--- src/rtl/uart_program_loader_pkg.sv ---
// Shared definitions for the UART program loader: the sync byte and the state encodings
// of the loader FSM and the byte receiver.
package uart_program_loader_pkg;

    localparam logic [7:0] SYNC_BYTE = 8'hA5;

    typedef enum logic [2:0] {
        IDLE  = 3'd0,
        COUNT = 3'd1,
        DATA  = 3'd2,
        CHECK = 3'd3,
        DONE  = 3'd4,
        ERROR = 3'd5
    } loaderState_t;

    typedef enum logic [1:0] {
        RX_IDLE  = 2'd0,
        RX_START = 2'd1,
        RX_DATA  = 2'd2,
        RX_STOP  = 2'd3
    } rxState_t;

endpackage

--- src/rtl/uart_program_loader_rx.sv ---
// 8N1 UART byte receiver, LSB first, behind a 2-flop synchronizer.
// Ports: clk, rst (async active-high), rx (async serial in, idle high),
//        byte_valid (1-cycle pulse), byte_data (received byte), frm_err (1-cycle pulse, bad stop bit).
module uart_rx
    import uart_program_loader_pkg::*;
#(
    parameter int unsigned CLKS_PER_BIT = 104
) (
    input  logic       clk,
    input  logic       rst,
    input  logic       rx,
    output logic       byte_valid,
    output logic [7:0] byte_data,
    output logic       frm_err
);

    localparam int unsigned CNT_W = $clog2(CLKS_PER_BIT + 1);
    localparam logic [CNT_W-1:0] HALF_LAST = CNT_W'(CLKS_PER_BIT / 2 - 1);
    localparam logic [CNT_W-1:0] BIT_LAST  = CNT_W'(CLKS_PER_BIT - 1);

    logic rxMeta, rxSync, rxPrev;
    rxState_t rxState, rxStateNext;
    logic [CNT_W-1:0] cnt, cntNext;
    logic [2:0] bitIdx, bitIdxNext;
    logic [7:0] shiftReg, shiftNext, dataNext;
    logic validNext, errNext;

    // Synchronizer plus one extra stage for falling-edge detection; all idle high
    always_ff @(posedge clk or posedge rst) begin
        if (rst) begin
            rxMeta <= 1'b1;
            rxSync <= 1'b1;
            rxPrev <= 1'b1;
        end else begin
            rxMeta <= rx;
            rxSync <= rxMeta;
            rxPrev <= rxSync;
        end
    end

    // Receiver state register and registered outputs
    always_ff @(posedge clk or posedge rst) begin
        if (rst) begin
            rxState    <= RX_IDLE;
            cnt        <= '0;
            bitIdx     <= '0;
            shiftReg   <= '0;
            byte_valid <= 1'b0;
            byte_data  <= '0;
            frm_err    <= 1'b0;
        end else begin
            rxState    <= rxStateNext;
            cnt        <= cntNext;
            bitIdx     <= bitIdxNext;
            shiftReg   <= shiftNext;
            byte_valid <= validNext;
            byte_data  <= dataNext;
            frm_err    <= errNext;
        end
    end

    // Next-state: start bit re-checked mid-bit, then one sample per bit period
    always_comb begin
        rxStateNext = rxState;
        cntNext     = cnt + CNT_W'(1);
        bitIdxNext  = bitIdx;
        shiftNext   = shiftReg;
        validNext   = 1'b0;
        errNext     = 1'b0;
        dataNext    = byte_data;
        unique case (rxState)
            RX_IDLE: begin
                cntNext = '0;
                if (rxPrev && !rxSync) rxStateNext = RX_START;
            end
            RX_START: begin
                if (cnt == HALF_LAST) begin
                    cntNext     = '0;
                    bitIdxNext  = '0;
                    rxStateNext = rxSync ? RX_IDLE : RX_DATA;
                end
            end
            RX_DATA: begin
                if (cnt == BIT_LAST) begin
                    cntNext    = '0;
                    shiftNext  = {rxSync, shiftReg[7:1]};
                    bitIdxNext = bitIdx + 3'd1;
                    if (bitIdx == 3'd7) rxStateNext = RX_STOP;
                end
            end
            RX_STOP: begin
                if (cnt == BIT_LAST) begin
                    cntNext     = '0;
                    rxStateNext = RX_IDLE;
                    if (rxSync) begin
                        validNext = 1'b1;
                        dataNext  = shiftReg;
                    end else begin
                        errNext = 1'b1;
                    end
                end
            end
            default: rxStateNext = RX_IDLE;
        endcase
    end

endmodule

--- src/rtl/uart_program_loader.sv ---
// Boot loader: receives a framed program over UART and writes it into text memory,
// holding the core in reset until a frame with a valid checksum has been loaded.
// Ports: clk, rst (async active-high), rx (UART in), imem_we/imem_addr/imem_wdata (text-memory
//        write port), core_rst (1 = core held), busy (frame in progress), error (sticky frame failure).
module uart_program_loader
    import uart_program_loader_pkg::*;
#(
    parameter int unsigned CLKS_PER_BIT   = 104,
    parameter int unsigned ADDR_WIDTH     = 8,
    parameter int unsigned TIMEOUT_CYCLES = 2000000
) (
    input  logic                  clk,
    input  logic                  rst,
    input  logic                  rx,
    output logic                  imem_we,
    output logic [ADDR_WIDTH-1:0] imem_addr,
    output logic [31:0]           imem_wdata,
    output logic                  core_rst,
    output logic                  busy,
    output logic                  error
);

    // One extra index bit so a full 2^ADDR_WIDTH-word frame does not wrap
    localparam int unsigned IDX_W = ADDR_WIDTH + 1;
    localparam int unsigned TMR_W = $clog2(TIMEOUT_CYCLES + 1);
    localparam logic [TMR_W-1:0] TMR_LAST = TMR_W'(TIMEOUT_CYCLES - 1);

    logic       byteValid, frmErr;
    logic [7:0] byteData;

    uart_rx #(.CLKS_PER_BIT(CLKS_PER_BIT)) rxInst (
        .clk       (clk),
        .rst       (rst),
        .rx        (rx),
        .byte_valid(byteValid),
        .byte_data (byteData),
        .frm_err   (frmErr)
    );

    loaderState_t state, stateNext;
    logic [IDX_W-1:0] wordCount, wordCountNext, index, indexNext;
    logic [1:0]  byteCnt, byteCntNext;
    logic [31:0] wordBuf, wordBufNext;
    logic [7:0]  checksum, checksumNext;
    logic [TMR_W-1:0] timer, timerNext;
    logic inFrame, countBad;
    logic weNext, coreRstNext, busyNext, errorNext;
    logic [ADDR_WIDTH-1:0] addrNext;
    logic [31:0] wdataNext;

    // State register, datapath and registered outputs
    always_ff @(posedge clk or posedge rst) begin
        if (rst) begin
            state      <= IDLE;
            wordCount  <= '0;
            index      <= '0;
            byteCnt    <= '0;
            wordBuf    <= '0;
            checksum   <= '0;
            timer      <= '0;
            imem_we    <= 1'b0;
            imem_addr  <= '0;
            imem_wdata <= '0;
            core_rst   <= 1'b1;
            busy       <= 1'b0;
            error      <= 1'b0;
        end else begin
            state      <= stateNext;
            wordCount  <= wordCountNext;
            index      <= indexNext;
            byteCnt    <= byteCntNext;
            wordBuf    <= wordBufNext;
            checksum   <= checksumNext;
            timer      <= timerNext;
            imem_we    <= weNext;
            imem_addr  <= addrNext;
            imem_wdata <= wdataNext;
            core_rst   <= coreRstNext;
            busy       <= busyNext;
            error      <= errorNext;
        end
    end

    // Loader FSM, word assembly, checksum and inter-byte timer
    always_comb begin
        stateNext     = state;
        wordCountNext = wordCount;
        indexNext     = index;
        byteCntNext   = byteCnt;
        wordBufNext   = wordBuf;
        checksumNext  = checksum;
        weNext        = 1'b0;
        addrNext      = imem_addr;
        wdataNext     = imem_wdata;
        inFrame       = (state == COUNT) || (state == DATA) || (state == CHECK);
        countBad      = (byteData == 8'd0) || (32'(byteData) > (32'd1 << ADDR_WIDTH));

        unique case (state)
            IDLE: begin
                if (byteValid && byteData == SYNC_BYTE) stateNext = COUNT;
            end
            COUNT: begin
                if (byteValid) begin
                    if (countBad) begin
                        stateNext = ERROR;
                    end else begin
                        wordCountNext = IDX_W'(byteData);
                        indexNext     = '0;
                        byteCntNext   = '0;
                        checksumNext  = '0;
                        stateNext     = DATA;
                    end
                end
            end
            DATA: begin
                if (byteValid) begin
                    checksumNext = checksum ^ byteData;
                    byteCntNext  = byteCnt + 2'd1;
                    wordBufNext[{byteCnt, 3'b000} +: 8] = byteData;
                    if (byteCnt == 2'd3) begin
                        weNext    = 1'b1;
                        addrNext  = index[ADDR_WIDTH-1:0];
                        wdataNext = {byteData, wordBuf[23:0]};
                        indexNext = index + IDX_W'(1);
                        if ((index + IDX_W'(1)) == wordCount) stateNext = CHECK;
                    end
                end
            end
            CHECK: begin
                if (byteValid) stateNext = (byteData == checksum) ? DONE : ERROR;
            end
            DONE, ERROR: begin
                if (byteValid && byteData == SYNC_BYTE) stateNext = COUNT;
            end
            default: stateNext = IDLE;
        endcase

        // A byte arriving in the same cycle as timer expiry takes precedence
        if (inFrame && !byteValid && (frmErr || timer == TMR_LAST)) stateNext = ERROR;
        timerNext = (inFrame && !byteValid) ? timer + TMR_W'(1) : '0;

        coreRstNext = (stateNext != DONE);
        busyNext    = (stateNext == COUNT) || (stateNext == DATA) || (stateNext == CHECK);
        errorNext   = (stateNext == ERROR);
    end

endmodule
--- config.mk ---
export PLATFORM = sky130hd
export DESIGN_NAME = uart_program_loader
export DESIGN_NICKNAME = d
export VERILOG_FILES = /design/src/rtl/uart_program_loader_pkg.sv /design/src/rtl/uart_program_loader_rx.sv /design/src/rtl/uart_program_loader.sv
export SDC_FILE = /design/constraint.sdc
export NUM_CORES = 1
export LEC_CHECK = 0
export CAP_MARGIN = 5
export CORE_MARGIN = 3
export CORE_UTILIZATION = 43
export DETAILED_ROUTE_END_ITERATION = 16
export PLACE_DENSITY = 0.66
export RECOVER_POWER = 100
export SLEW_MARGIN = 20
export SYNTH_ARGS = -nofsm -noshare
export SYNTH_HDL_FRONTEND = slang
export SYNTH_SLANG_ARGS = --single-unit
--- constraint.sdc ---
create_clock -name clk -period 6.25 [get_ports clk]
set_input_delay 1.25 -clock clk [delete_from_list [all_inputs] [get_ports clk]]
set_output_delay 1.25 -clock clk [all_outputs]
set_load 0.1 [all_outputs]
==> flow_summary.rst <==
.. list-table::
   :header-rows: 1

   * - Metric
     - Value
   * - WL per Instance
     - between 10 and 15 um
   * - Flop and latch count out of synthesis
     - 152
   * - Via count normalized by instance count
     - 5.15
   * - Data required time at the worst endpoint
     - 6.55 ns
   * - Top fanout value on the critical path
     - 51
   * - Die ar.
     - 17,800 um^2
   * - Data arrival time at the worst-slack endpoint
     - between 4 and 5 ns
   * - DRC violation count after routing
     - 0
   * - Synthesis warning total
     - 0
   * - Setup TNS Final
     - 0 ns
   * - Number of top-level pins
     - 47
   * - Clock latency reported for the late side of the worst-skew pair
     - 0.43 ns
   * - Placement Rows
     - 45
   * - Placed instance area
     - approximately 7600 um^2
   * - Final-report setup violation count
     - 0
   * - Post-synthesis sequential area ratio
     - 54.5%
   * - Clock Skews
     - 0.0150 ns
   * - Fraction of final layout cells sized beyond drive strength 1
     - 5.91%
   * - Antenna cell count
     - 0
   * - H-tree depth
     - 4
   * - Count of antenna-violating nets left after detailed routing
     - 0
   * - Met1 usage in global routing
     - 23.2%
   * - CTS resizes
     - 0
   * - Transition time at the pin with the least slew margin
     - 1.96 ns
   * - Top post-synthesis cells by count
     - 203 x nand2_1, 148 x dfrtp_1, 43 x o21ai_0, 40 x nor2_1, 22 x xor2_1
   * - Hold Buf Count CTS
     - 0
   * - Failing checks
     - capacitance limit, slew limit
   * - Maximum number of pins on one net before global-route repair
     - between 60 and 70
   * - Die Height
     - 134 um
   * - Post-synth EDFFs
     - 0
   * - Crit Path Class
     - reg2reg
   * - Run status
     - finished with violations
   * - Cell count after placement
     - 940
   * - Leak pwr
     - roughly 4.0 nW
   * - Clock root buffer
     - clkbuf_16
   * - Synthesized cell area
     - 6990 um^2
   * - RSZ-0062 raised after global routing
     - false
   * - Maximum ir drop on the vdd rail
     - around 0.19 mV
   * - Final std cells w/o fill
     - roughly 970
   * - Pins over their slew limit
     - 96
   * - CTS tree
     - done
   * - Via count of the first global-routing pass
     - 5,021
   * - Initial DRC Count
     - 308
   * - Router iterations before antenna repair
     - 4
   * - Sort of element at the start of the critical path
     - register
   * - Starting utilization of the core area
     - 45.0%
   * - Aggregate global routing overflow
     - 0
   * - Maximum number of buffers from clock root to sink
     - 2
   * - Total power density per cell area
     - 265 nW/um^2
   * - Most common flop cell mapped by yosys
     - dfrtp_1
   * - Net count after synthesis
     - 732
   * - Met2 Usage GRT
     - 26.5%
   * - Overall Global Routing Usage
     - 16.9%
   * - Logic pwr share
     - around 6.0%
   * - Worst min-delay path category
     - reg2reg
   * - Synthesized instance count
     - approximately 720
   * - Post-route cell area
     - 8110 um^2
   * - Worst-path clk slew
     - 0.06 ns
   * - Wire length of the first global-routing pass
     - approximately 24 mm
   * - Pint
     - 1.68 mW
   * - Total of buffers placed on input and output ports
     - 46
   * - Floorplan die width
     - 134 um
   * - Switching power share of the total
     - 21.7%
   * - Worst hold slack after final layout
     - between 0.3 and 0.4 ns
   * - Switching power of the nets
     - ~470 uW
   * - TritonCTS Sinks
     - 152
   * - Met3 Use GR
     - 4.00%
   * - Final count of hold timing violations
     - 0
   * - Layout filler cell count
     - about 1,400
   * - Period utilization
     - 64.6%
   * - HPWL after DPL
     - 9.45 mm
   * - Most utilized layer in the global route result
     - met2
   * - Final critical delay including setup and external delays
     - just over 4 ns
   * - Vias
     - around 5,000
   * - Routability congestion estimate from global placement
     - between 0.8 and 0.9
   * - Synthesis-to-layout area growth
     - 16.0%
   * - Share of total power in the clock network
     - a little under half
   * - Final #Nets
     - 765
   * - Async SR Flop Fraction
     - 100%
   * - Floorplan core area
     - 15,500 um^2
   * - Number of clock buffers inserted by TritonCTS
     - 17
   * - Max frequency
     - around 0.25 GHz
   * - Count of buffers added by post-CTS timing repair for setup
     - 0
   * - Nature of the critical path endpoint
     - register
   * - Sequential power share
     - 47.1%
   * - Total Wirelength
     - 14.3 mm
   * - Max Cap Violations
     - 2
   * - Per-instance average area after synthesis
     - 9.78 um^2
   * - Most common cell in the synthesized netlist
     - nand2_1
   * - Initial antenna violation count
     - 0
   * - Max-slew headroom at the worst pin
     - -31.6%
   * - Biggest area contributors in the synthesized netlist
     - dfrtp_1 53%, nand2_1 11%, o21ai_0 3.1%, xor2_1 2.8%, mux2_1 2.6%
   * - Post-synth top area share
     - between 50% and 60%
   * - Distinct cell type count after synthesis
     - 64
   * - Dominant cell type by area after synthesis
     - dfrtp_1
metal layers:
layer	up-vias	wire, um
met5	-	0
met4	0	158
met3	14	568
met2	82	6560
met1	2434	6990
li1	2480	-
power by group through the flow:
stage	combinational (mW)	clock [mW]	sequential (mW)
floorplan	0.104	0	1.03
global placement	0.123	0	1.03
detailed placement	0.131	0	1.03
CTS	0.133	1.03	1.01
global route	0.149	1.07	1.01
finish	0.129	1.01	1.01
sequential cells by signal (all words and copies together), names as in the netlist, named ones only:
name,count
imem_wdata,32
wordBuf,24
timer,21
index,9
checksum,8
imem_addr,8
rxInst.byte_data,8
rxInst.shiftReg,8
wordCount,8
rxInst.cnt,7
rxInst.bitIdx,3
state,3
byteCnt,2
busy,1
core_rst,1
error,1
imem_we,1
rxInst.byte_valid,1
rxInst.frm_err,1
rxInst.rxMeta,1
rxInst.rxPrev,1
rxInst.rxState,1
rxInst.rxSync,1
cell type report:
| type | instances | area, um^2 | area share, % |
|---|---|---|---|
| clock buffer | 30 | 524 | 6.46 |
| sequential | 152 | 3810 | 46.9 |
| timing repair buffer | 51 | 488 | 6.01 |
| clock inverter | 2 | 60.1 | 0.740 |
| tap | 211 | 264 | 3.25 |
| inverter | 18 | 68.8 | 0.848 |
| multi-input combinational | 508 | 2900 | 35.7 |
critical path, cell delays in order, from the launching register on:
cell,delay (ns)
dfrtp_1,0.46
and4bb_1,0.68
nand2_1,1.12
inv_1,0.90
buf_4,0.41
and2_1,0.17
o21ai_0,0.07
o31ai_1,0.10
cells by family (layout without fill, tap and decap cells):
family	Yosys count	count (layout)	share of synthesized area, %
buffers and inverters	55	101	3.63
adders and majority gates	14	14	2.50
and+or+nand+nor	329	329	21.7
xor gates and xnor gates	33	33	4.13
AOI/OAI and AO/OA	106	106	9.39
DFF	152	152	54.5
muxes	26	26	4.15
cell usage in the layout, fill, tap and decap left out, types with 5 or more instances in the layout:
master / instances
clkbuf_1: 10
mux2_1: 16
or3_1: 6
xnor2_1: 11
and4_1: 5
nor4_1: 7
inv_1: 17
a21o_1: 7
ha_1: 14
clkbuf_8: 5
o21ai_0: 50
dfrtp_1: 148
a21oi_1: 11
nand2_1: 205
mux2_2: 8
clkbuf_16: 17
xor2_1: 22
a31oi_1: 5
nand3_1: 14
nand2b_1: 7
dlygate4sd3_1: 46
nor2_1: 40
nor2b_1: 7
nand4_1: 10
final timing paths:
kind | start | to | slack (ns) | depth (start not counted)
min reg2reg | rxInst.rxMeta$_DFF_PP1_ | rxInst.rxSync$_DFF_PP1_ | 0.36 | 0
min | rxInst.rxMeta$_DFF_PP1_ | rxInst.rxSync$_DFF_PP1_ | 0.36 | 0
max reg2reg | state[0]$_DFF_PP0_ | index[6]$_DFFE_PP0P_ | 2.21 | 7
min in group asynchronous | rst | timer[11]$_DFF_PP0_ | 1.79 | 2
max in group asynchronous | rst | imem_wdata[3]$_DFFE_PP0P_ | 2.32 | 3
max | state[0]$_DFF_PP0_ | index[6]$_DFFE_PP0P_ | 2.21 | 7
through the flow:
stage | utilization, % | setup slack [ns] | power, mW
after detailed placement | 48.7 | 3.26 | 1.16
after floorplan | - | 0.914 | 1.13
after global placement | 48.7 | 3.34 | 1.15
after CTS | 52.5 | 2.93 | 2.17
after global routing | 52.2 | 1.73 | 2.24
final | 52.2 | 2.21 | 2.15
Power figures use the tool's default switching activity.
